--- src/rtl/a2d_rr_intf.sv ---
// SPI master for an ADC128S-style 8-channel 12-bit A2D, cycling round-robin over the
// six IR sensor channels; each request runs an address frame, a gap, then a data frame.
module a2d_rr_intf #(
    parameter int SCLK_DIV = 32,
    parameter int GAP_CLKS = 32
) (
    input  logic        clk,
    input  logic        rst_n,
    input  logic        strt_cnv,
    input  logic        rr_clr,
    input  logic        MISO,
    output logic        SS_n,
    output logic        SCLK,
    output logic        MOSI,
    output logic [11:0] res,
    output logic        cnv_cmplt,
    output logic [2:0]  chnnl,
    output logic        busy
);

    localparam int DIV_W = $clog2(SCLK_DIV);
    localparam int GAP_W = $clog2(GAP_CLKS) + 1;
    localparam logic [DIV_W-1:0] DIV_HALF      = DIV_W'(SCLK_DIV / 2);
    localparam logic [DIV_W-1:0] DIV_PORCH_END = DIV_W'(SCLK_DIV / 2 - 1);
    localparam logic [GAP_W-1:0] GAP_LAST      = GAP_W'(GAP_CLKS - 1);

    typedef enum logic [2:0] {IDLE, FRAME1, GAP, FRAME2, DONE} state_t;

    state_t           state, nxt_state;
    logic [DIV_W-1:0] div_cnt;
    logic [4:0]       bit_cnt;
    logic [GAP_W-1:0] gap_cnt;
    logic [2:0]       rr_idx;
    logic [15:0]      cmd;
    logic [15:0]      shift;

    logic       in_frame, accept, frame_start, frame_end, gap_end;
    logic       porch_start, sclk_rise, sclk_fall, sclk_nxt;
    logic [3:0] mosi_sel;

    always_comb begin
        case (rr_idx)
            3'd0:    chnnl = 3'd1;
            3'd1:    chnnl = 3'd0;
            3'd2:    chnnl = 3'd4;
            3'd3:    chnnl = 3'd2;
            3'd4:    chnnl = 3'd3;
            3'd5:    chnnl = 3'd7;
            default: chnnl = 3'd1;
        endcase
    end

    // The divider starts in the high half, so its MSB inverted is SCLK and the first
    // half period is the front porch; bit_cnt steps at the end of every low/high pair.
    assign in_frame    = (state == FRAME1) || (state == FRAME2);
    assign accept      = (state == IDLE) && strt_cnv;
    assign gap_end     = (state == GAP) && (gap_cnt == GAP_LAST);
    assign frame_end   = in_frame && (bit_cnt == 5'd16) && (div_cnt == DIV_PORCH_END);
    assign porch_start = in_frame && (div_cnt == '0) && (bit_cnt == 5'd0);
    assign sclk_rise   = in_frame && (div_cnt == '0) && (bit_cnt != 5'd0);
    assign sclk_fall   = in_frame && (div_cnt == DIV_HALF) && (bit_cnt < 5'd16);
    assign sclk_nxt    = in_frame ? ~div_cnt[DIV_W-1] : 1'b1;
    assign mosi_sel    = 4'd15 - bit_cnt[3:0];

    always_comb begin
        nxt_state   = state;
        frame_start = 1'b0;
        case (state)
            IDLE: begin
                if (strt_cnv) begin
                    nxt_state   = FRAME1;
                    frame_start = 1'b1;
                end
            end
            FRAME1: if (frame_end) nxt_state = GAP;
            GAP: begin
                if (gap_end) begin
                    nxt_state   = FRAME2;
                    frame_start = 1'b1;
                end
            end
            FRAME2:  if (frame_end) nxt_state = DONE;
            DONE:    nxt_state = IDLE;
            default: nxt_state = IDLE;
        endcase
    end

    always_ff @(posedge clk or negedge rst_n) begin
        if (!rst_n) state <= IDLE;
        else        state <= nxt_state;
    end

    always_ff @(posedge clk or negedge rst_n) begin
        if (!rst_n) begin
            div_cnt <= '0;
            bit_cnt <= 5'd0;
            gap_cnt <= '0;
        end else begin
            if (frame_start) begin
                div_cnt <= '0;
                bit_cnt <= 5'd0;
            end else if (in_frame) begin
                div_cnt <= div_cnt + 1'b1;
                if (&div_cnt) bit_cnt <= bit_cnt + 5'd1;
            end
            gap_cnt <= (state == GAP) ? gap_cnt + 1'b1 : '0;
        end
    end

    // Outputs are registered one clk behind the state so SS_n and SCLK move together.
    always_ff @(posedge clk or negedge rst_n) begin
        if (!rst_n) begin
            SS_n      <= 1'b1;
            SCLK      <= 1'b1;
            MOSI      <= 1'b0;
            res       <= 12'h000;
            cnv_cmplt <= 1'b0;
            busy      <= 1'b0;
            rr_idx    <= 3'd0;
        end else begin
            SS_n <= ~in_frame;
            SCLK <= sclk_nxt;
            if (porch_start)    MOSI <= cmd[15];
            else if (sclk_fall) MOSI <= cmd[mosi_sel];
            else if (!in_frame) MOSI <= 1'b0;

            if (accept) begin
                cnv_cmplt <= 1'b0;
                busy      <= 1'b1;
            end else if (state == DONE) begin
                cnv_cmplt <= 1'b1;
                busy      <= 1'b0;
                res       <= shift[11:0];
            end

            if (rr_clr)             rr_idx <= 3'd0;
            else if (state == DONE) rr_idx <= (rr_idx == 3'd5) ? 3'd0 : rr_idx + 3'd1;
        end
    end

    always_ff @(posedge clk) begin
        if (accept)    cmd   <= {2'b00, chnnl, 11'h000};
        if (sclk_rise) shift <= {shift[14:0], MISO};
    end

endmodule

--- config.mk ---
export PLATFORM = sky130hd
export DESIGN_NAME = a2d_rr_intf
export DESIGN_NICKNAME = d
export VERILOG_FILES = /design/src/rtl/a2d_rr_intf.sv
export SDC_FILE = /design/constraint.sdc
export NUM_CORES = 1
export LEC_CHECK = 0
export ABC_AREA = 1
export CORE_MARGIN = 2
export CORE_UTILIZATION = 55
export CTS_CLUSTER_SIZE = 30
export DETAILED_ROUTE_END_ITERATION = 7
export HOLD_SLACK_MARGIN = 0.03
export PLACE_DENSITY_LB_ADDON = 0.2
export SKIP_LAST_GASP = 1
export SYNTH_ARGS = -nofsm -noshare
export SYNTH_HDL_FRONTEND = slang
export SYNTH_SLANG_ARGS = --single-unit
export TNS_END_PERCENT = 50
--- constraint.sdc ---
create_clock -name clk -period 6.4 [get_ports clk]
set_clock_uncertainty 0.15 [all_clocks]
set_input_delay 0.64 -clock clk [delete_from_list [all_inputs] [get_ports clk]]
set_output_delay 0.64 -clock clk [all_outputs]
set_load 0.01 [all_outputs]
==> results of run 1 <==
==> power by group through the flow <==
stage | clock network, mW | logic, mW | registers (mW)
2_1_floorplan | 0 | 0.000885 | 0.360
5_1_grt | 0.221 | 0.00927 | 0.353
3_5_place_dp | 0 | 0.00836 | 0.360
6_report | 0.201 | 0.00790 | 0.353
3_3_place_gp | 0 | 0.00830 | 0.360
4_1_cts | 0.207 | 0.00837 | 0.353
==> placed cells by master, fill, tap and decap left out, drive strengths merged, types with 2 or more instances in the layout <==
cell	n
inv	29
nand3	17
ha	9
xor2	3
dfstp	2
nand3b	2
nand2	79
dfrtp	37
o21ai	11
or2	2
edfxtp	15
o21a	2
buf	2
nor2	31
clkbuf	5
a21oi	7
nor3	3
clkdlybuf4s50	23
==> cell type report <==
| cell class | instances | area (um^2) |
|---|---|---|
| Tap cell | 52 | 65.06 |
| Inverter | 27 | 101.3 |
| Clock inverter | 3 | 28.78 |
| Timing Repair Buffer | 25 | 242.7 |
| Sequential cell | 54 | 1429 |
| Fill cell | 352 | 1480 |
| Clock buffer | 5 | 68.82 |
| Multi-Input combinational cell | 170 | 878.3 |
==> flip-flops by register name, indices dropped and copies added (netlist names) <==
name	flops
bit_cnt	5
cnv_cmplt	1
rr_idx	3
gap_cnt	6
SS_n	1
busy	1
MOSI	1
div_cnt	5
cmd	3
state	3
res	12
SCLK	1
shift	12
==> kinds of logic (layout without fill, tap and decap cells) <==
group | Yosys count | count (layout) | share of synthesized area
simple gates | 137 | 137 | 0.2539
flops | 54 | 54 | 0.5893
buf+inv | 30 | 60 | 0.04850
xor+xnor | 3 | 3 | 0.01084
fa+ha+maj | 9 | 9 | 0.04644
compound gates | 21 | 21 | 0.05108
==> synthesized netlist by cell type, drive strengths merged <==
cell    count  area [um^2]
a21oi       7        35.03
and2        1        6.260
buf         2        12.51
clkbuf      1        3.750
dfrtp      37        925.9
dfstp       2        52.55
edfxtp     15        450.4
ha          9        112.6
inv        27        101.3
nand2      79        319.0
nand3      17        95.09
nand3b      2        15.01
nand4       1        6.260
nor2       31        126.4
nor3        3        25.02
nor3b       1        7.510
o21a        2        15.01
o21ai      11        66.31
o21bai      1        7.510
or2         2        15.02
xor2        3        26.28
==> per-layer routing <==
layer	vias up	share of wire	global-route usage
met5	-	0	0
met4	0	0.015	0.07692
met3	5	0.022	0.04329
met2	17	0.49	0.2945
met1	789	0.47	0.2469
li1	866	-	-
==> path summary, 6_finish.rpt <==
check	start	slack [ns]	cells past startpoint	end
setup / recovery	rr_idx[1]	3.74	5	chnnl[1]
hold / removal	rst_n	0.28	1	MOSI
setup reg to reg	bit_cnt[0]	4.64	5	shift[0]
hold reg to reg	shift[11]	0.31	2	res[11]
max in group asynchronous	rst_n	5.27	1	div_cnt[4]
min in group clk	shift[11]	0.31	2	res[11]
==> summary.txt, run 1 <==
Outcome
  – Status: complete, no violations

Power
  – Power Total: 0.5616 mW
  – Maximum VDD drop: 0.0001462 V
  – Clock Power Share: 0.358
  – Pwr Density: 199.6 mW/mm^2
  – Cell Int Power: 0.4369 mW
  – Combinational power share: 0.014
  – Seq pwr share: 0.628
  – Sw frac: 0.2220
  – Pleak: 1.312 nW
  – Psw: 0.1247 mW

Clock network
  – Post-CTS sizing: 0
  – H-tree levels: 2
  – Clk Latency, worst-skew pair: 0.31 ns
  – Clock tree buffer depth: 2
  – CTS Buf Count: 5
  – CTS Hold Bufs: 0
  – Clock root cell: clkbuf_8
  – CTS clk-pin slew, worst paths: 0.10 ns
  – Clock Sinks: 54
  – Setup Buffers After CTS: 0
  – CTS tree: done

Critical path
  – WP data arrival: 1.87 ns
  – Critical path's largest stage delay: 0.53 ns
  – Setup crit end kind: output pin
  – Required @ worst endpoint: 5.61 ns
  – CP Class: flop to output pin
  – Type of origin of the critical path: flop
  – Delay-heaviest family, CP: buffers and inverters
  – Maximum net fanout on the critical path: 5
  – CP bufs+invs: 2
  – CP Cell Sequence: inv_1, ha_1, nand2_1, o21a_1, clkdlybuf4s50_1
  – CP max-delay cell: clkdlybuf4s50_1

Timing
  – Final setup viols: 0
  – Max Clock Freq: 375.6 MHz
  – Setup TNS after final layout: 0 ns
  – Slew Limit Fails: 0
  – Minimum clock period: 2.663 ns
  – Unrepaired setup endpoints after global routing: no
  – Crit share post-route: 0.4160
  – Hold Fails Final Rpt: 0
  – Slew @ Worst Pin: 0.8729 ns
  – Worst hold slack: 0.2837 ns
  – Slew HR: 0.4180
  – Worst setup margin: 3.737 ns

Layout
  – Utilization after layout: 0.6553
  – Layout cells sized above 1: 0.1056
  – Nets: 297
  – Final instance area: 0.002814 mm^2
  – Non-Filler Instances: 336
  – N_diodes: 0
  – Area Overhead vs Synth: 16.05%

Route
  – Via/cell ratio: 4.991
  – Final antenna-violating net count: 0
  – DR WL/cell: 12.28 um
  – Vias post-DR: 1677
  – 1st-iter DRT viols: 83
  – Drt total wl: 4.125 mm
  – DRC: 0
  – 1st-pass router iterations: 5

Global routing
  – Total track usage: 0.1860
  – GRT overflow: 0
  – Initial antenna violation count: 0
  – Largest net degree at the start of global routing: 40
  – Vias in the first global route: 1567
  – First-pass GRT wire length: 7.141 mm

Placed design
  – Pre-CTS WS: 4.080 ns
  – Dpl cells: 328
  – IO buf count: 24
  – Placed Area: 0.002716 mm^2
  – GP Congestion: 0.7802
  – HPWL after detailed placement: 2.920 mm

Synthesis
  – Distinct cells, synth: 31
  – Seq/Total Area, Yosys: 0.5893
  – Syn Area/Cell: 9.547 um^2
  – Post-synth net total: 268
  – Synth Register Bits: 54
  – YS warnings: 0
  – Mapped cell area: 0.002425 mm^2
  – Mapped Cells: 254

Floorplan
  – Io pins: 25
  – Die H: 70.40 um
  – DIE WIDTH: 70.40 um
  – Initial cell density of the core: 0.5647
  – Row count: 24
  – Die ar.: 0.004956 mm^2
  – Core area: 0.004294 mm^2

Worst hold path
  – Hold/Removal Path Class: input pin to async pin

Flow run
  – Max-Cap Viols: 0
(Power assumes the default switching activity.)
==> run 2: changes to the inputs <==
==> constraint.sdc (replaced) <==
create_clock -name clk -period 2.67 [get_ports clk]
set_clock_uncertainty 0.15 [all_clocks]
set_input_delay 0.267 -clock clk [delete_from_list [all_inputs] [get_ports clk]]
set_output_delay 0.267 -clock clk [all_outputs]
set_load 0.01 [all_outputs]
==> run 2 against run 1 <==
  * Core utilization increased by 0.67 points
  * Routed wire length increased by 4.6%
  * Power increased to 2.5 times the previous value
  * Count of clock-buffer cells in the layout unchanged
  * Combinational power increased to 2.5 times the previous value
  * Largest power group unchanged
  * Highest routed layer unchanged
==> summary.txt, run 2 (synthesis results as in run 1) <==
Floorplan
  – DIE WIDTH: 70.40 um
  – Die H: 70.40 um
  – Die ar.: 0.004956 mm^2
  – Core area: 0.004294 mm^2
  – Io pins: 25
  – Row count: 24
  – Initial cell density of the core: 0.5647

Timing
  – Crit share post-route: 0.8508
  – Slew HR: 0.4103
  – Slew @ Worst Pin: 0.8845 ns
  – Slew Limit Fails: 0
  – Hold Fails Final Rpt: 0
  – Minimum clock period: 2.272 ns
  – Unrepaired setup endpoints after global routing: no
  – Max Clock Freq: 440.2 MHz
  – Worst setup margin: 0.3984 ns
  – Setup TNS after final layout: 0 ns
  – Final setup viols: 0
  – Worst hold slack: 0.3125 ns

Global routing
  – First-pass GRT wire length: 7.555 mm
  – Largest net degree at the start of global routing: 40
  – Vias in the first global route: 1762
  – Initial antenna violation count: 0
  – Total track usage: 0.1942
  – GRT overflow: 0

Placed design
  – IO buf count: 24
  – HPWL after detailed placement: 3.019 mm
  – Pre-CTS WS: 0.7428 ns
  – Placed Area: 0.002716 mm^2
  – GP Congestion: 0.8414
  – Dpl cells: 328

Critical path
  – WP data arrival: 1.85 ns
  – Type of origin of the critical path: flop
  – CP Class: flop to output pin
  – CP max-delay cell: clkdlybuf4s50_1
  – Maximum net fanout on the critical path: 5
  – R2r setup slk: 0.94 ns
  – CP Cell Sequence: inv_1, ha_1, nand2_1, o21a_1, clkdlybuf4s50_1
  – Delay-heaviest family, CP: buffers and inverters
  – Critical path's largest stage delay: 0.53 ns
  – Required @ worst endpoint: 2.25 ns
  – CP bufs+invs: 2
  – Setup crit end kind: output pin

Clock network
  – H-tree levels: 2
  – CTS Hold Bufs: 1
  – Clock Sinks: 54
  – Clk Latency, worst-skew pair: 0.31 ns
  – Post-CTS sizing: 0
  – Clock tree buffer depth: 2
  – CTS Buf Count: 5
  – CTS tree: done
  – Clock root cell: clkbuf_8
  – Setup Buffers After CTS: 0
  – CTS clk-pin slew, worst paths: 0.10 ns

Worst hold path
  – Hold/Removal Path Class: flop to flop

Power
  – Seq pwr share: 0.593
  – Pleak: 1.324 nW
  – Maximum VDD drop: 0.0003756 V
  – Cell Int Power: 1.138 mW
  – Psw: 0.2870 mW
  – Clock Power Share: 0.393
  – Sw frac: 0.2014
  – Pwr Density: 501.2 mW/mm^2
  – Combinational power share: 0.014

Layout
  – Non-Filler Instances: 337
  – N_diodes: 0
  – Top Registers: res (12), shift (12), gap_cnt (6)
  – Final instance area: 0.002843 mm^2
  – Layout cells sized above 1: 0.1053
  – Nets: 298
  – Most frequent cells in the layout: nand2_1, dfrtp_1, nor2_1
  – Commonest non-fill, non-tap cell in the layout: nand2_1
  – Area Overhead vs Synth: 17.23%

Route
  – 1st-iter DRT viols: 149
  – Vias post-DR: 1748
  – DR WL/cell: 12.80 um
  – Via/cell ratio: 5.187
  – DRC: 0
  – 1st-pass router iterations: 4
  – Final antenna-violating net count: 0
  – Drt total wl: 4.315 mm

Flow run
  – Max-Cap Viols: 0

Outcome
  – Status: complete, no violations
==> run 2: cell count changes in the layout (fill, tap and decap cells not counted) <==
cell / change
inv_6: +1
bufinv_16: +1
inv_8: -1
clkinv_4: -1
dlygate4sd3_1: +1
==> run 2: per-layer routing <==
| layer | wire length (um) | vias to the layer above | share of wire | track usage |
|---|---|---|---|---|
| met2 | 2222 | 20 | 0.51 | 0.3270 |
| met5 | 0 | - | 0 | 0 |
| met1 | 1973 | 857 | 0.46 | 0.2418 |
| li1 | - | 867 | - | - |
| met4 | 37 | 0 | 0.0086 | 0.07906 |
| met3 | 81 | 4 | 0.019 | 0.04329 |
==> run 2: power by group through the flow <==
stage / clock, mW / combinational (mW) / sequential (mW)
after floorplan: 0 / 0.00212 / 0.862
after global placement: 0 / 0.0199 / 0.862
after detailed placement: 0 / 0.0200 / 0.862
after CTS: 0.571 / 0.0211 / 0.845
after global routing: 0.606 / 0.0230 / 0.845
final: 0.560 / 0.0199 / 0.845
==> run 2: final cells by class <==
| cell class | count | area, um^2 |
|---|---|---|
| clock inverters | 3 | 47.55 |
| repair buffers | 26 | 252.7 |
| multi-input cells | 170 | 878.3 |
| well taps | 52 | 65.06 |
| fillers | 336 | 1451 |
| flip-flops and latches | 54 | 1429 |
| clock buffers | 5 | 68.82 |
| inverters | 27 | 101.3 |
==> run 2: worst paths after layout <==
check / cells past startpoint / from / endpoint
min in group asynchronous: 2 / rst_n / bit_cnt[2]
max reg2reg: 11 / div_cnt[1] / state[1]
min reg2reg: 0 / shift[1] / shift[2]
max in group asynchronous: 2 / rst_n / bit_cnt[3]
max: 5 / rr_idx[1] / chnnl[1]
min: 0 / shift[1] / shift[2]
==> run 2: stage by stage <==
step | power [mW] | util
final | 1.425 | 0.6620
after global routing | 1.475 | 0.6620
after CTS | 1.438 | 0.6620
after detailed placement | 0.8821 | 0.6326
after global placement | 0.8821 | 0.6326
after floorplan | 0.8644 | -
